==> config.mk <==
export PLATFORM = sky130hd
export DESIGN_NAME = cal_cntr_resp_flat
export DESIGN_NICKNAME = d
export VERILOG_FILES = /design/src/rtl/cal_pkg.sv /design/src/rtl/cal_cntr_resp_if.sv /design/src/rtl/cal_sync_edge.sv /design/src/rtl/cal_cntr_resp.sv /design/src/flat_wrapper.sv
export SDC_FILE = /design/constraint.sdc
export NUM_CORES = 1
export LEC_CHECK = 0
export ABC_AREA = 0
export CAP_MARGIN = 25
export CELL_PAD_IN_SITES_DETAIL_PLACEMENT = 0
export CELL_PAD_IN_SITES_GLOBAL_PLACEMENT = 1
export CORE_MARGIN = 3
export CORE_UTILIZATION = 46
export DETAILED_ROUTE_END_ITERATION = 12
export PLACE_DENSITY = 0.87
export SLEW_MARGIN = 20
export SYNTH_ARGS = -nofsm -noshare
export SYNTH_HDL_FRONTEND = slang
export SYNTH_SLANG_ARGS = --single-unit
==> constraint.sdc <==
create_clock -name clk -period 3.3 [get_ports clk]
set_clock_uncertainty 0.05 [all_clocks]
set_input_delay 0.66 -clock clk [delete_from_list [all_inputs] [get_ports clk]]
set_output_delay 0.66 -clock clk [all_outputs]
set_load 0.05 [all_outputs]
==> src/rtl/cal_pkg.sv <==
// Shared types for the calibration frequency-counter slice.
// Holds the FSM state and owner encodings plus the default counter width.
package cal_pkg;

    localparam int CNT_W_DEF = 14;

    typedef enum logic [1:0] {
        IDLE  = 2'd0,
        COUNT = 2'd1,
        HOLD  = 2'd2
    } cal_state_e;

    typedef enum logic [1:0] {
        OWN_NONE  = 2'd0,
        OWN_AFC   = 2'd1,
        OWN_LOGEN = 2'd2
    } cal_owner_e;

endpackage

==> src/rtl/cal_cntr_resp_if.sv <==
// Request/response bundle between the AFC/LOGEN cal FSMs and the counter.
// master: the requesting side (drives requests); slave: cal_cntr_resp.
interface cal_cntr_resp_if #(
    parameter int CNT_W = cal_pkg::CNT_W_DEF
);
    logic             afc_cntr_rstn;
    logic             afc_cntr_en;
    logic             afc_cntr_datasyn;
    logic             logen_cntr_rstn;
    logic             logen_cntr_en;
    logic             logen_cntr_datasyn;
    logic [CNT_W-1:0] a2d_ncntr;
    logic             ncntr_vld;
    logic             ncntr_ovf;
    logic [1:0]       cntr_owner;
    logic             cntr_conflict;

    modport master (
        output afc_cntr_rstn, afc_cntr_en, afc_cntr_datasyn,
        output logen_cntr_rstn, logen_cntr_en, logen_cntr_datasyn,
        input  a2d_ncntr, ncntr_vld, ncntr_ovf,
        input  cntr_owner, cntr_conflict
    );

    modport slave (
        input  afc_cntr_rstn, afc_cntr_en, afc_cntr_datasyn,
        input  logen_cntr_rstn, logen_cntr_en, logen_cntr_datasyn,
        output a2d_ncntr, ncntr_vld, ncntr_ovf,
        output cntr_owner, cntr_conflict
    );
endinterface

==> src/rtl/cal_sync_edge.sv <==
// SYNC_STG-flop synchronizer plus rising-edge detect for an async input.
// Ports: clk, rstn (async low), din (async), rise (1-clk pulse per din rise).
module cal_sync_edge #(
    parameter int SYNC_STG = 2
) (
    input  logic clk,
    input  logic rstn,
    input  logic din,
    output logic rise
);

    logic [SYNC_STG-1:0] sync_q;
    logic                s_d;

    always_ff @(posedge clk or negedge rstn) begin
        if (!rstn) begin
            sync_q <= '0;
            s_d    <= 1'b0;
        end else begin
            sync_q <= {sync_q[SYNC_STG-2:0], din};
            s_d    <= sync_q[SYNC_STG-1];
        end
    end

    assign rise = sync_q[SYNC_STG-1] & ~s_d;

endmodule

==> src/rtl/cal_cntr_resp.sv <==
// Shared cal frequency counter: arbitrates AFC/LOGEN, counts fdiv_in rises.
// Ports: clk, rstn, fdiv_in (async), bus (slave side of cal_cntr_resp_if).
module cal_cntr_resp
    import cal_pkg::*;
#(
    parameter int CNT_W    = CNT_W_DEF,
    parameter int SYNC_STG = 2
) (
    input  logic clk,
    input  logic rstn,
    input  logic fdiv_in,
    cal_cntr_resp_if.slave bus
);

    localparam logic [CNT_W-1:0] CNT_MAX = '1;

    cal_state_e       state_q;
    cal_owner_e       owner_q;
    logic [CNT_W-1:0] count_q;
    logic             ovf_int_q;
    logic [CNT_W-1:0] a2d_q;
    logic             vld_q;
    logic             ovf_q;
    logic             conflict_q;
    logic             afc_ds_q, logen_ds_q;
    logic             afc_en_q, logen_en_q;

    logic fdiv_rise;
    logic o_rstn, o_en, o_ds, o_ds_q, o_en_q;
    logic nown_req;
    logic ds_rise, en_rise;

    cal_sync_edge #(.SYNC_STG(SYNC_STG)) u_sync (
        .clk  (clk),
        .rstn (rstn),
        .din  (fdiv_in),
        .rise (fdiv_rise)
    );

    // Owner-side view of the handshake; non-owner activity only feeds
    // the conflict flag.
    always_comb begin
        o_rstn   = 1'b1;
        o_en     = 1'b0;
        o_ds     = 1'b0;
        o_ds_q   = 1'b0;
        o_en_q   = 1'b0;
        nown_req = 1'b0;
        unique case (owner_q)
            OWN_AFC: begin
                o_rstn   = bus.afc_cntr_rstn;
                o_en     = bus.afc_cntr_en;
                o_ds     = bus.afc_cntr_datasyn;
                o_ds_q   = afc_ds_q;
                o_en_q   = afc_en_q;
                nown_req = bus.logen_cntr_en | bus.logen_cntr_datasyn;
            end
            OWN_LOGEN: begin
                o_rstn   = bus.logen_cntr_rstn;
                o_en     = bus.logen_cntr_en;
                o_ds     = bus.logen_cntr_datasyn;
                o_ds_q   = logen_ds_q;
                o_en_q   = logen_en_q;
                nown_req = bus.afc_cntr_en | bus.afc_cntr_datasyn;
            end
            default: ;
        endcase
    end

    assign ds_rise = o_ds & ~o_ds_q;
    assign en_rise = o_en & ~o_en_q;

    always_ff @(posedge clk or negedge rstn) begin
        if (!rstn) begin
            state_q    <= IDLE;
            owner_q    <= OWN_NONE;
            count_q    <= '0;
            ovf_int_q  <= 1'b0;
            a2d_q      <= '0;
            vld_q      <= 1'b0;
            ovf_q      <= 1'b0;
            conflict_q <= 1'b0;
            afc_ds_q   <= 1'b0;
            logen_ds_q <= 1'b0;
            afc_en_q   <= 1'b0;
            logen_en_q <= 1'b0;
        end else begin
            vld_q      <= 1'b0;
            afc_ds_q   <= bus.afc_cntr_datasyn;
            logen_ds_q <= bus.logen_cntr_datasyn;
            afc_en_q   <= bus.afc_cntr_en;
            logen_en_q <= bus.logen_cntr_en;

            if (nown_req) begin
                conflict_q <= 1'b1;
            end

            unique case (state_q)
                IDLE: begin
                    // AFC is tested first so it wins a same-cycle tie.
                    if (bus.afc_cntr_en && bus.afc_cntr_rstn) begin
                        owner_q   <= OWN_AFC;
                        count_q   <= '0;
                        ovf_int_q <= 1'b0;
                        state_q   <= COUNT;
                    end else if (bus.logen_cntr_en &&
                                 bus.logen_cntr_rstn) begin
                        owner_q   <= OWN_LOGEN;
                        count_q   <= '0;
                        ovf_int_q <= 1'b0;
                        state_q   <= COUNT;
                    end
                end
                COUNT: begin
                    if (!o_rstn) begin
                        owner_q   <= OWN_NONE;
                        count_q   <= '0;
                        ovf_int_q <= 1'b0;
                        a2d_q     <= '0;
                        ovf_q     <= 1'b0;
                        state_q   <= IDLE;
                    end else if (ds_rise) begin
                        // An edge seen this cycle is dropped on purpose.
                        a2d_q   <= count_q;
                        ovf_q   <= ovf_int_q;
                        vld_q   <= 1'b1;
                        state_q <= HOLD;
                    end else if (fdiv_rise && o_en) begin
                        if (count_q == CNT_MAX) begin
                            ovf_int_q <= 1'b1;
                        end else begin
                            count_q <= count_q + CNT_W'(1);
                        end
                    end
                end
                HOLD: begin
                    if (!o_rstn) begin
                        owner_q   <= OWN_NONE;
                        count_q   <= '0;
                        ovf_int_q <= 1'b0;
                        a2d_q     <= '0;
                        ovf_q     <= 1'b0;
                        state_q   <= IDLE;
                    end else if (ds_rise) begin
                        a2d_q <= count_q;
                        ovf_q <= ovf_int_q;
                        vld_q <= 1'b1;
                    end else if (en_rise && !o_ds) begin
                        count_q   <= '0;
                        ovf_int_q <= 1'b0;
                        state_q   <= COUNT;
                    end
                end
                default: state_q <= IDLE;
            endcase
        end
    end

    assign bus.a2d_ncntr     = a2d_q;
    assign bus.ncntr_vld     = vld_q;
    assign bus.ncntr_ovf     = ovf_q;
    assign bus.cntr_owner    = owner_q;
    assign bus.cntr_conflict = conflict_q;

endmodule

==> src/flat_wrapper.sv <==
// flat-port wrapper written by rule: the top's interface ports become plain ports
module cal_cntr_resp_flat import cal_pkg::*;
#(
    parameter int CNT_W    = CNT_W_DEF,
    parameter int SYNC_STG = 2
)
  (clk, rstn, fdiv_in, bus_afc_cntr_rstn, bus_afc_cntr_en, bus_afc_cntr_datasyn, bus_logen_cntr_rstn, bus_logen_cntr_en, bus_logen_cntr_datasyn, bus_a2d_ncntr, bus_ncntr_vld, bus_ncntr_ovf, bus_cntr_owner, bus_cntr_conflict);
  cal_cntr_resp_if #(.CNT_W(CNT_W)) bus_i ();
  input  logic clk;
  input  logic rstn;
  input  logic fdiv_in;
  input wire logic [$bits(bus_i.afc_cntr_rstn)-1:0] bus_afc_cntr_rstn;
  input wire logic [$bits(bus_i.afc_cntr_en)-1:0] bus_afc_cntr_en;
  input wire logic [$bits(bus_i.afc_cntr_datasyn)-1:0] bus_afc_cntr_datasyn;
  input wire logic [$bits(bus_i.logen_cntr_rstn)-1:0] bus_logen_cntr_rstn;
  input wire logic [$bits(bus_i.logen_cntr_en)-1:0] bus_logen_cntr_en;
  input wire logic [$bits(bus_i.logen_cntr_datasyn)-1:0] bus_logen_cntr_datasyn;
  output wire logic [$bits(bus_i.a2d_ncntr)-1:0] bus_a2d_ncntr;
  output wire logic [$bits(bus_i.ncntr_vld)-1:0] bus_ncntr_vld;
  output wire logic [$bits(bus_i.ncntr_ovf)-1:0] bus_ncntr_ovf;
  output wire logic [$bits(bus_i.cntr_owner)-1:0] bus_cntr_owner;
  output wire logic [$bits(bus_i.cntr_conflict)-1:0] bus_cntr_conflict;
  assign bus_i.afc_cntr_rstn = bus_afc_cntr_rstn;
  assign bus_i.afc_cntr_en = bus_afc_cntr_en;
  assign bus_i.afc_cntr_datasyn = bus_afc_cntr_datasyn;
  assign bus_i.logen_cntr_rstn = bus_logen_cntr_rstn;
  assign bus_i.logen_cntr_en = bus_logen_cntr_en;
  assign bus_i.logen_cntr_datasyn = bus_logen_cntr_datasyn;
  assign bus_a2d_ncntr = bus_i.a2d_ncntr;
  assign bus_ncntr_vld = bus_i.ncntr_vld;
  assign bus_ncntr_ovf = bus_i.ncntr_ovf;
  assign bus_cntr_owner = bus_i.cntr_owner;
  assign bus_cntr_conflict = bus_i.cntr_conflict;
  cal_cntr_resp #(.CNT_W(CNT_W), .SYNC_STG(SYNC_STG)) u_core (.clk(clk), .rstn(rstn), .fdiv_in(fdiv_in), .bus(bus_i));
endmodule
==> metrics.md <==
| Metric | Value |
|---|---|
| Status | `completed` |
| CTS buffer count | `5` |
| Die area | `between 0.005 and 0.006 mm²` |
| CTS tree | `yes` |
| Post-synthesis mux area share | `0.03178` |
| Synth top area share | `0.5257` |
| Tot GR Track Use | `0.1922` |
| Crit-path leading delay family | `compound AO/OA/AOI/OAI gates` |
| Final wirelength | `between 4 and 5 mm` |
| Worst hold path class | `input port to asynchronous set/reset pin` |
| Vias in the first global route | `between 1.5k and 2k` |
| Iteration-0 DRC Markers | `around 90` |
| Finished Cell Area | `roughly 0.0025 mm²` |
| Fin nets | `235` |
| Final antenna-violating net count | `0` |
| Crit path DAT | `2.72 ns` |
| Share of cells above drive strength 1 | `0.1000` |
| RR Startpoint | `u_core.bus.cntr_owner[1]` |
| Worst Setup SP | `bus_afc_cntr_en` |
| Ys async rst share | `1.000` |
| Syn Nets | `203` |
| Number of cells on the critical path | `6` |
| Finished Layout Cells | `270` |
| Post-Synth XOR/XNOR Area | `0` |
| Post-layout util | `0.5963` |
| TritonCTS Sinks | `43` |
| Die Y | `72.71 µm` |
| Worst reg2reg endpoint | `u_core.count_q[12]` |
| Worst skew pair latency | `slightly below 0.3 ns` |
| Worst slew margin | `0.5449` |
| Dominant cell by count in the synthesized netlist | `dfrtp_1` |
| Largest family of logic cells by synthesized area | `compound AO/OA/AOI/OAI gates` |
| Remaining routing DRC violations | `0` |
| Wire per inst | `approximately 17 µm` |
| Static Leakage | `between 1 and 1.5 nW` |
| Final Max Slew Viols | `0` |
| Setup TNS | `0 ns` |
| Endpoints failing setup | `0` |
| Crit path to | `u_core.count_q[12]` |
| Largest net degree at the start of global routing | `between 40 and 50` |
| Fraction of the mapped netlist area in adder cells | `0.04279` |
| Worst slew pin tran | `0.6826 ns` |
| Global route overflow | `0` |
| Via Count | `approximately 1.6k` |
| Biggest area consumer among synthesized cells | `dfrtp_1` |
| Max rail drop VDD | `0.3157 mV` |
| Synth top cells by count | `dfrtp_1 (43), a22o_1 (16), nand2_1 (14)` |
| Critical Path Start Type | `input port` |
| Final Hold Fails | `0` |
| Routed vias/inst | `6.004` |
| Core Footprint | `0.004144 mm²` |
| Synth Warn # | `0` |
| Compound-Gate Fraction of Synth Area | `0.2145` |
| Clk buf depth | `2` |
| Register area share after synthesis | `0.5257` |
| Max-cap violations | `0` |
| Clock transition at the registers of the reported paths | `0.08 ns` |
| Slowest stage delay, CP | `0.58 ns` |
| Cts repair resizes | `0` |
| DP Cell Count | `around 260` |
| PwrDens | `roughly 660 mW/mm²` |
| Syn Inst Count | `roughly 190` |
| Final period utilization | `0.7835` |
| Area after DPL | `0.002366 mm²` |
| Critical Path Slowest Stage Cell | `clkdlybuf4s50_1` |
| Synth Area in Simple Gates | `0.1498` |
| Post-synth EDFFs | `0` |
| Crit. End Element | `flip-flop` |
| # rows | `23` |
| Hold Buf Count CTS | `0` |
| Starting density of the core | `0.4940` |
| CTS root buf | `clkbuf_8` |
| Layout area overhead | `20.72%` |
| Mean post-synth cell area | `10.95 µm²` |
| Ant. Diodes | `0` |
| Fmax | `386.7 MHz` |
| # Post-CTS Setup Buffers | `0` |
| Area contributors post-synth | `dfrtp_1 (53%), a22o_1 (6.8%), ha_1 (4.3%)` |
| Reg2Reg Setup Slack | `0.88 ns` |
| CP Max Fanout | `14` |
| Netlist Area Pre-Place | `0.002047 mm²` |
| Netlist cell types | `40` |
| RSZ-0062 raised after global routing | `false` |
| Min cycle time layout | `approximately 2.6 ns` |
| Synth Flop Type | `dfrtp_1` |
| Detailed-placement wirelength estimate | `3.228 mm` |
| Initial antenna violation count | `0` |
| Port buffer count | `27` |
| Final hold slack | `0.2360 ns` |
| Critical path required time | `3.43 ns` |
| I/O pins | `28` |
| Crit Path Class | `input port to flip-flop` |
| Gp weighted congestion | `between 0.9 and 1` |
| CP cell instances | `clkdlybuf4s50_1 > a22oi_1 > nand4bb_1 > a311o_1 > a21o_2 > a221o_1` |
| #FFs+latches synth | `43` |
| First-pass GRT wire length | `7.866 mm` |
| Crit path buffers/inverters | `1` |
| R2R cell count | `7` |
| CTS H-tree lvls | `2` |
| Pre-Repair DR Iteration Count | `4` |
| Die width | `roughly 73 µm` |
-- cells in the final DEF (no fill, tap or decap), types with 2 or more instances in the layout --
cell             count
buf_4                2
mux2_2               4
and3_1               3
nand4_1              3
nor2_1               8
nor3_1               8
ha_1                 7
a21oi_1              6
a221o_1              3
a221oi_1             2
inv_1               10
a22oi_1              2
nand2_1             14
clkdlybuf4s50_1     26
mux2i_1              2
nand3_1              7
o21ai_0             11
nor3b_1              2
nor4_1               4
a22o_1              16
dfrtp_1             43
o22a_1              10
clkbuf_8             5
-- routing by layer --
| layer | routed length, µm | share of wire | track usage |
|---|---|---|---|
| met1 | 2207 | 0.49 | 0.2686 |
| met2 | 2046 | 0.45 | 0.2936 |
| met3 | 233 | 0.051 | 0.05096 |
| met4 | 49 | 0.011 | 0.05738 |
| met5 | 0 | 0 | 0 |
-- area by class of cell --
class | count | area [µm²]
well taps | 50 | 62.56
flip-flops and latches | 43 | 1076
repair buffers | 31 | 311.5
clock buffers | 6 | 72.57
fillers | 357 | 1673
inverters | 10 | 37.54
multi-input cells | 128 | 898.4
clock inverters | 2 | 12.51
-- per-stage QoR --
| stage | setup slack [ns] | total power, W |
|---|---|---|
| after global placement | 0.5236 | 0.001257 |
| final | 0.7143 | 0.001626 |
| after CTS | 0.7401 | 0.001623 |
| after global routing | 0.6175 | 0.001739 |
| after detailed placement | 0.4180 | 0.001300 |
| after floorplan | 0.7414 | 0.001117 |
-- worst reg2reg max path, cell delays in order, from the launching register on --
cell,delay [ns]
dfrtp_1,0.42
inv_1,0.07
ha_1,0.27
a22oi_1,0.15
nand4bb_1,0.26
a311o_1,0.40
a21o_2,0.30
a221o_1,0.37
-- cell families after synthesis --
group                    count (synthesis)
AO/OA/AOI/OAI                           58
adder cells (fa/ha/maj)                  7
buffers and inverters                   16
flip-flops                              43
multiplexers                             6
AND/OR/NAND/NOR                         57
-- state kept, by name (all words and copies together) (netlist names) --
name                      cells
u_core.bus.a2d_ncntr         14
u_core.count_q               14
u_core.bus.cntr_owner         2
u_core.state_q                2
u_core.u_sync.sync_q          2
u_core.afc_ds_q               1
u_core.afc_en_q               1
u_core.bus.cntr_conflict      1
u_core.bus.ncntr_ovf          1
u_core.bus.ncntr_vld          1
u_core.logen_ds_q             1
u_core.logen_en_q             1
u_core.ovf_int_q              1
u_core.u_sync.s_d             1
-- worst min-delay path by stage --
stage / start / end / depth (start not counted)
floorplan: u_core.u_sync.sync_q[0] / u_core.u_sync.sync_q[1] / 0
global placement: u_core.u_sync.sync_q[0] / u_core.u_sync.sync_q[1] / 0
detailed placement: u_core.u_sync.sync_q[0] / u_core.u_sync.sync_q[1] / 0
CTS: u_core.u_sync.sync_q[0] / u_core.u_sync.sync_q[1] / 0
global route: rstn / u_core.u_sync.sync_q[1] / 1
finish: rstn / u_core.bus.cntr_owner[0] / 1
-- report_power, final --
group	total (W)	internal, W	switching (W)
combinational	0.000722	0.000258	0.000465
clock	0.000321	0.000148	0.000173
sequential	0.000583	0.000557	0.0000259
total	0.00163	0.000962	0.000664
(Power assumes the default switching activity.)
